<file path="src/rtl/dm_arbiter_pkg.sv">
// Shared encodings for the data-memory arbiter: access widths, arbiter states,
// port indices and the request bundle routed through the selection mux.
package dm_arbiter_pkg;

   localparam logic [1:0] MEM_WIDTH4 = 2'd0;
   localparam logic [1:0] MEM_WIDTH2 = 2'd1;
   localparam logic [1:0] MEM_WIDTH1 = 2'd2;

   typedef enum logic {
      ARB_STATE_ARB   = 1'b0,
      ARB_STATE_BURST = 1'b1
   } arb_state_e;

   localparam logic PORT_CPU = 1'b0;
   localparam logic PORT_DMA = 1'b1;

   typedef struct packed {
      logic        we;
      logic [1:0]  width;
      logic        ext;
      logic [31:0] addr;
      logic [31:0] wdata;
   } mem_req_t;

   // Saturating increment; the counter never passes its limit.
   function automatic logic [3:0] sat_inc4(input logic [3:0] cnt, input logic [3:0] limit);
      logic [3:0] res;
      if (cnt >= limit) begin
         res = limit;
      end else begin
         res = cnt + 4'd1;
      end
      return res;
   endfunction

endpackage

</file>
<file path="src/rtl/dm_arb_mux.sv">
// Routes the granted port's request onto the data-memory control/address/data
// inputs; with no grant every output is driven to zero.
module dm_arb_mux
   import dm_arbiter_pkg::*;
(
   input  logic        gnt_valid_i,
   input  logic        gnt_port_i,
   input  mem_req_t    m0_i,
   input  mem_req_t    m1_i,
   output logic        dm_we_o,
   output logic        dm_re_o,
   output logic [1:0]  dm_width_o,
   output logic        dm_ext_o,
   output logic [31:0] dm_addr_o,
   output logic [31:0] dm_wdata_o
);

   mem_req_t sel_s;

   // Select the winning request and derive the memory strobes from it.
   always_comb begin
      sel_s      = '0;
      dm_we_o    = 1'b0;
      dm_re_o    = 1'b0;
      dm_width_o = 2'd0;
      dm_ext_o   = 1'b0;
      dm_addr_o  = 32'd0;
      dm_wdata_o = 32'd0;
      if (gnt_valid_i) begin
         case (gnt_port_i)
            PORT_CPU: sel_s = m0_i;
            PORT_DMA: sel_s = m1_i;
            default:  sel_s = '0;
         endcase
         dm_we_o    = sel_s.we;
         dm_re_o    = ~sel_s.we;
         dm_width_o = sel_s.width;
         dm_ext_o   = sel_s.ext;
         dm_addr_o  = sel_s.addr;
         dm_wdata_o = sel_s.wdata;
      end else begin
         sel_s = '0;
      end
   end

endmodule

</file>
<file path="src/rtl/dm_arbiter.sv">
// Data-memory port arbiter between the CPU MEM stage (port 0) and a DMA/debug
// loader (port 1): fixed CPU priority, starvation relief and bounded locked bursts.
module dm_arbiter
   import dm_arbiter_pkg::*;
#(
   parameter int unsigned STARVE_LIMIT = 4,
   parameter int unsigned BURST_MAX    = 8
) (
   input  logic        clk,
   input  logic        reset,
   input  logic        m0_req,
   input  logic        m0_we,
   input  logic [1:0]  m0_width,
   input  logic        m0_ext,
   input  logic [31:0] m0_addr,
   input  logic [31:0] m0_wdata,
   output logic        m0_stall,
   input  logic        m1_req,
   input  logic        m1_we,
   input  logic [1:0]  m1_width,
   input  logic        m1_ext,
   input  logic [31:0] m1_addr,
   input  logic [31:0] m1_wdata,
   input  logic        m1_lock,
   output logic        m1_gnt,
   output logic        r0_valid,
   output logic        r1_valid,
   output logic [31:0] r_data,
   output logic        r_exc,
   output logic        dm_we,
   output logic        dm_re,
   output logic [1:0]  dm_width,
   output logic        dm_ext,
   output logic [31:0] dm_addr,
   output logic [31:0] dm_wdata,
   input  logic [31:0] dm_rdata,
   input  logic        dm_exc
);

   localparam logic [3:0] STARVE_MAX_C = 4'(STARVE_LIMIT);
   localparam logic [7:0] BURST_MAX_C  = 8'(BURST_MAX);

   arb_state_e  state_q, state_d;
   logic [3:0]  starve_q, starve_d;
   logic [7:0]  beat_q, beat_d;
   logic        force_cpu_q, force_cpu_d;
   logic        r0_valid_q, r0_valid_d;
   logic        r1_valid_q, r1_valid_d;
   logic [31:0] r_data_q, r_data_d;
   logic        r_exc_q, r_exc_d;

   logic        gnt_cpu_s, gnt_dma_s, gnt_any_s;
   logic [7:0]  beat_inc_s;
   mem_req_t    m0_bus_s, m1_bus_s;

   assign m0_bus_s  = '{we: m0_we, width: m0_width, ext: m0_ext, addr: m0_addr, wdata: m0_wdata};
   assign m1_bus_s  = '{we: m1_we, width: m1_width, ext: m1_ext, addr: m1_addr, wdata: m1_wdata};
   assign gnt_any_s = gnt_cpu_s | gnt_dma_s;
   assign beat_inc_s = beat_q + 8'd1;

   // Grant decision, burst tracking and starvation bookkeeping.
   always_comb begin
      gnt_cpu_s   = 1'b0;
      gnt_dma_s   = 1'b0;
      state_d     = state_q;
      beat_d      = beat_q;
      force_cpu_d = 1'b0;
      case (state_q)
         ARB_STATE_ARB: begin
            beat_d = 8'd0;
            // A burst that ran to its length limit hands the next slot to the CPU.
            if (m0_req && (force_cpu_q || !((starve_q == STARVE_MAX_C) && m1_req))) begin
               gnt_cpu_s = 1'b1;
            end else if (m1_req) begin
               gnt_dma_s = 1'b1;
            end else begin
               gnt_cpu_s = 1'b0;
            end
            if (gnt_dma_s && m1_lock) begin
               if (BURST_MAX_C == 8'd1) begin
                  force_cpu_d = m0_req;
               end else begin
                  state_d = ARB_STATE_BURST;
                  beat_d  = 8'd1;
               end
            end else begin
               state_d = ARB_STATE_ARB;
            end
         end
         ARB_STATE_BURST: begin
            if (m1_req) begin
               gnt_dma_s = 1'b1;
               beat_d    = beat_inc_s;
               if (!m1_lock) begin
                  state_d = ARB_STATE_ARB;
               end else if (beat_inc_s == BURST_MAX_C) begin
                  state_d     = ARB_STATE_ARB;
                  force_cpu_d = m0_req;
               end else begin
                  state_d = ARB_STATE_BURST;
               end
            end else begin
               state_d = ARB_STATE_ARB;
            end
         end
         default: begin
            state_d = ARB_STATE_ARB;
            beat_d  = 8'd0;
         end
      endcase

      if (m1_req && !gnt_dma_s) begin
         starve_d = sat_inc4(starve_q, STARVE_MAX_C);
      end else begin
         starve_d = 4'd0;
      end
   end

   dm_arb_mux u_mux (
      .gnt_valid_i (gnt_any_s),
      .gnt_port_i  (gnt_dma_s ? PORT_DMA : PORT_CPU),
      .m0_i        (m0_bus_s),
      .m1_i        (m1_bus_s),
      .dm_we_o     (dm_we),
      .dm_re_o     (dm_re),
      .dm_width_o  (dm_width),
      .dm_ext_o    (dm_ext),
      .dm_addr_o   (dm_addr),
      .dm_wdata_o  (dm_wdata)
   );

   // Next-cycle response for whichever port won this cycle.
   always_comb begin
      r0_valid_d = gnt_cpu_s;
      r1_valid_d = gnt_dma_s;
      r_data_d   = 32'd0;
      r_exc_d    = 1'b0;
      if (gnt_any_s) begin
         r_exc_d  = dm_exc;
         r_data_d = dm_re ? dm_rdata : 32'd0;
      end else begin
         r_exc_d  = 1'b0;
         r_data_d = 32'd0;
      end
   end

   // State and response registers.
   always_ff @(posedge clk or negedge reset) begin
      if (!reset) begin
         state_q     <= ARB_STATE_ARB;
         starve_q    <= 4'd0;
         beat_q      <= 8'd0;
         force_cpu_q <= 1'b0;
         r0_valid_q  <= 1'b0;
         r1_valid_q  <= 1'b0;
         r_data_q    <= 32'd0;
         r_exc_q     <= 1'b0;
      end else begin
         state_q     <= state_d;
         starve_q    <= starve_d;
         beat_q      <= beat_d;
         force_cpu_q <= force_cpu_d;
         r0_valid_q  <= r0_valid_d;
         r1_valid_q  <= r1_valid_d;
         r_data_q    <= r_data_d;
         r_exc_q     <= r_exc_d;
      end
   end

   assign m0_stall = m0_req & ~gnt_cpu_s;
   assign m1_gnt   = gnt_dma_s;
   assign r0_valid = r0_valid_q;
   assign r1_valid = r1_valid_q;
   assign r_data   = r_data_q;
   assign r_exc    = r_exc_q;

endmodule

</file>
<file path="config.mk">
export PLATFORM = sky130hd
export DESIGN_NAME = dm_arbiter
export DESIGN_NICKNAME = d
export VERILOG_FILES = /design/src/rtl/dm_arbiter_pkg.sv /design/src/rtl/dm_arb_mux.sv /design/src/rtl/dm_arbiter.sv
export SDC_FILE = /design/constraint.sdc
export NUM_CORES = 1
export LEC_CHECK = 0
export ABC_AREA = 0
export BUFFER_PORTS_ARGS = -buffer_cell sky130_fd_sc_hd__buf_2
export CAP_MARGIN = 20
export CORE_AREA = 2 2 108 110
export CTS_CLUSTER_DIAMETER = 120
export DETAILED_ROUTE_END_ITERATION = 8
export DIE_AREA = 0 0 110 112
export HOLD_SLACK_MARGIN = 0.12
export RECOVER_POWER = 100
export SLEW_MARGIN = 5
export SYNTH_ARGS = -nofsm -noshare
export SYNTH_HDL_FRONTEND = slang
export SYNTH_HIERARCHICAL = 1
export SYNTH_SLANG_ARGS = --single-unit
</file>
<file path="constraint.sdc">
create_clock -name clk -period 2.7 [get_ports clk]
set_input_delay 0.405 -clock clk [delete_from_list [all_inputs] [get_ports clk]]
set_output_delay 0.405 -clock clk [all_outputs]
set_load 0.05 [all_outputs]
</file>
==> results.py <==
metrics = {
    "logic_synthesis": {
        "yosysTopAreaCellShare": 0.395,
        "yosysTopAreaCell": "dfrtp_1",
        "yosys_warnings": 6,
        "synth-seq-cells": 49,
        "synth-edff-count": 0,
        "ys_types": 37,
        "synth-seq-area-share": 0.395,
        "synth_ff_type": "dfrtp_1",
        "async_flop_share": 1.00,
        "synth_area_um2": 3110,
        "synth_area_per_cell_um2": 10.4,
        "synth.net_count": 476,
        "synthTopCellsByArea": "dfrtp_1 (39%), mux2i_1 (23%), nor2b_1 (14%)",
        "syn_inst": 299,
    },
    "floorplan": {
        "core_um2": 11200,
        "die_h_um": 112,
        "start_util": 0.278,
        "num_rows": 39,
        "die_w_um": 110,
        "ios": 280,
        "dieArea_um2": 12300,
    },
    "grt": {
        "grt_max_degree": 61,
        "grt_pass1_vias": 3304,
        "antenna_found_initial": 2,
        "grtUsageTotal": 0.173,
        "grt_pass1_wl_mm": 16.6,
        "grt_overflow": 0,
    },
    "setup_path": {
        "cp_data_arrival_time_ps": 2270,
        "critPathSlowestCell": "dfrtp_1",
        "cp.required_ps": 2300,
        "path_cells": "inv_1 > ha_1 > and4b_2 > a21oi_4 > nor2b_4 > buf_8 > buf_8 > mux2i_1 > nor2b_2 > buf_2",
        "startpoint": "starve_q[0]",
        "crit_path_start_kind": "flop",
        "critPathMaxFanout": 9,
        "r2r-start": "starve_q[0]",
        "end_kind": "primary output",
        "critical_path.most_common_cell": "buf_8",
        "crit_type": "reg2out",
        "max_stage_delay_ps": 380,
    },
    "placement": {
        "hpwl_mm": 8.97,
        "port_buffers": 279,
        "place_congestion": 0.903,
    },
    "pwr": {
        "p_total_w": 0.00259,
        "p_leak_nw": 2.84,
        "power_density_nw_per_um2": 479,
        "peakVddDrop_v": 0.000359,
    },
    "drt": {
        "route.detailed.drc": 0,
        "wl_mm": 11.7,
        "firstDrtPassIters": 4,
        "wl_per_cell_um": 16.0,
        "vias": 3266,
        "viasPerCell": 4.46,
        "antenna_left": 0,
        "drt-initial-drc-count": 137,
    },
    "clock_network": {
        "path_clk_slew_ps": 60,
        "cts_tree": "yes",
        "cts.sinks": 49,
        "cts_root_buf": "clkbuf_16",
        "cts-buffers-inserted": 5,
        "clk_latency_ps": 280,
        "h-tree-depth": 2,
        "cts_buffer_depth": 2,
    },
    "sta": {
        "grt_setup_unrepaired": "yes",
        "worstMarginPinSlew_ps": 1120,
        "maxSlewViolCount": 0,
        "hold_viol": 0,
        "fmax_mhz": 374,
        "slew_headroom": 0.253,
        "post-route-period-util": 0.989,
        "period_needed_ps": 2670,
        "clock_skew_ps": 3.12,
        "finalSetupViolCount": 0,
        "fin_tns_setup_ps": 0,
    },
    "worst_hold_path": {
        "min_from": "dm_exc",
        "hold_path_class": "in2reg",
    },
    "finish": {
        "drive_gt1_frac": 0.654,
        "fin_nets": 763,
        "area_growth_pct": 73.9,
        "num-fill-cells": 1077,
    },
    "run": {
        "drv_cap": 0,
    },
    "outcome": {
        "status": "finished, final reports clean",
    },
}
[cells in the mapped netlist (all sizes together), types with 3 or more instances]
library cell / count
and2: 6
or3: 3
o21ai: 3
nand4: 5
nand2: 5
buf: 9
ha: 3
and3: 33
nor2b: 70
nor2: 3
mux2i: 70
clkbuf: 14
inv: 4
xnor2: 4
dfrtp: 49
[state kept, by name (all words and copies together), names as in the netlist]
signal       count
state_q          1
starve_q         4
r_exc            1
beat_q           8
r1_valid         1
r0_valid         1
r_data          32
force_cpu_q      1
[per-stage QoR]
stage,std cells,util,hold slack (ps),cell area [µm²],worst slack [ps]
6_report,732,0.483,327,5400,28.5
5_1_grt,732,0.483,326,5400,-56.7
4_1_cts,726,0.452,325,5050,29.7
3_5_place_dp,714,0.434,384,4850,39.2
3_3_place_gp,714,0.434,380,4850,124
2_1_floorplan,299,-,109,3290,73.2
[cells in the final DEF (no fill, tap or decap), drive strengths merged, types with 3 or more instances in the layout]
cell / instances
buf: 263
nor2b: 70
mux2i: 70
dfrtp: 49
clkbuf: 45
and3: 33
and2: 6
nand2: 5
nand4: 5
inv: 4
xnor2: 4
nor2: 3
or3: 3
o21ai: 3
ha: 3
[layout make-up]
cell class | instances | area, µm² | share of cell area
Antenna cell | 2 | 5.00 | 0.000926
Inverter | 4 | 15.0 | 0.00278
Clock buffer | 6 | 139 | 0.0257
Timing Repair Buffer | 303 | 1770 | 0.327
Multi-Input combinational cell | 223 | 2060 | 0.381
Sequential cell | 49 | 1230 | 0.227
Clock inverter | 2 | 13.8 | 0.00255
Tap cell | 143 | 179 | 0.0331
[what timing repair did]
item	in CTS	in global routing
pin swaps	1	0
hold endpoints to repair	20	0
gates cloned	0	2
setup buffers	3	2
gates resized for setup	5	118
setup endpoints to repair	68	60
hold buffers	1	0
[final timing paths]
path                                to  slack (ps)  cells after the start
min reg2reg                starve_q[2]         590                      1
max in group asynchronous   r_data[28]         860                      3
max                        dm_addr[13]          30                     10
min                              r_exc         330                      2
max reg2reg                 r_data[23]         390                     10
min in group asynchronous    r_data[5]         860                      2
[critical path, delay by kind of cell, from the launching register on]
family | cells | cell delay (ps)
buffers and inverters | 4 | 610
muxes | 1 | 260
AOI/OAI and AO/OA | 1 | 70
and+or+nand+nor | 3 | 490
adders and majority gates | 1 | 150
DFF | 1 | 380
[kinds of logic (layout without fill, tap and decap cells)]
group,count (synthesis),count (layout),share of synthesized area
xor gates and xnor gates,5,5,0.0141
DFF,49,49,0.395
AOI/OAI and AO/OA,9,9,0.0221
muxes,70,70,0.226
other,1,3,0.00121
buffers and inverters,27,315,0.0564
adders and majority gates,3,3,0.0121
and+or+nand+nor,135,135,0.274
[routing by layer]
layer / global-route usage / up-vias / share of wire / wire length (µm)
met1: 0.198 / 1503 / 0.38 / 4500
met2: 0.311 / 147 / 0.51 / 6020
met4: 0.0473 / 0 / 0.019 / 220
met3: 0.0486 / 16 / 0.083 / 977
li1: - / 1600 / - / -
met5: 0 / - / 0 / 0
[power by group]
part           total (W)  switching [W]  internal, W
sequential      0.000781      0.0000129     0.000768
clock           0.000631       0.000262     0.000368
combinational    0.00118       0.000757     0.000420
Power figures use the tool's default switching activity.
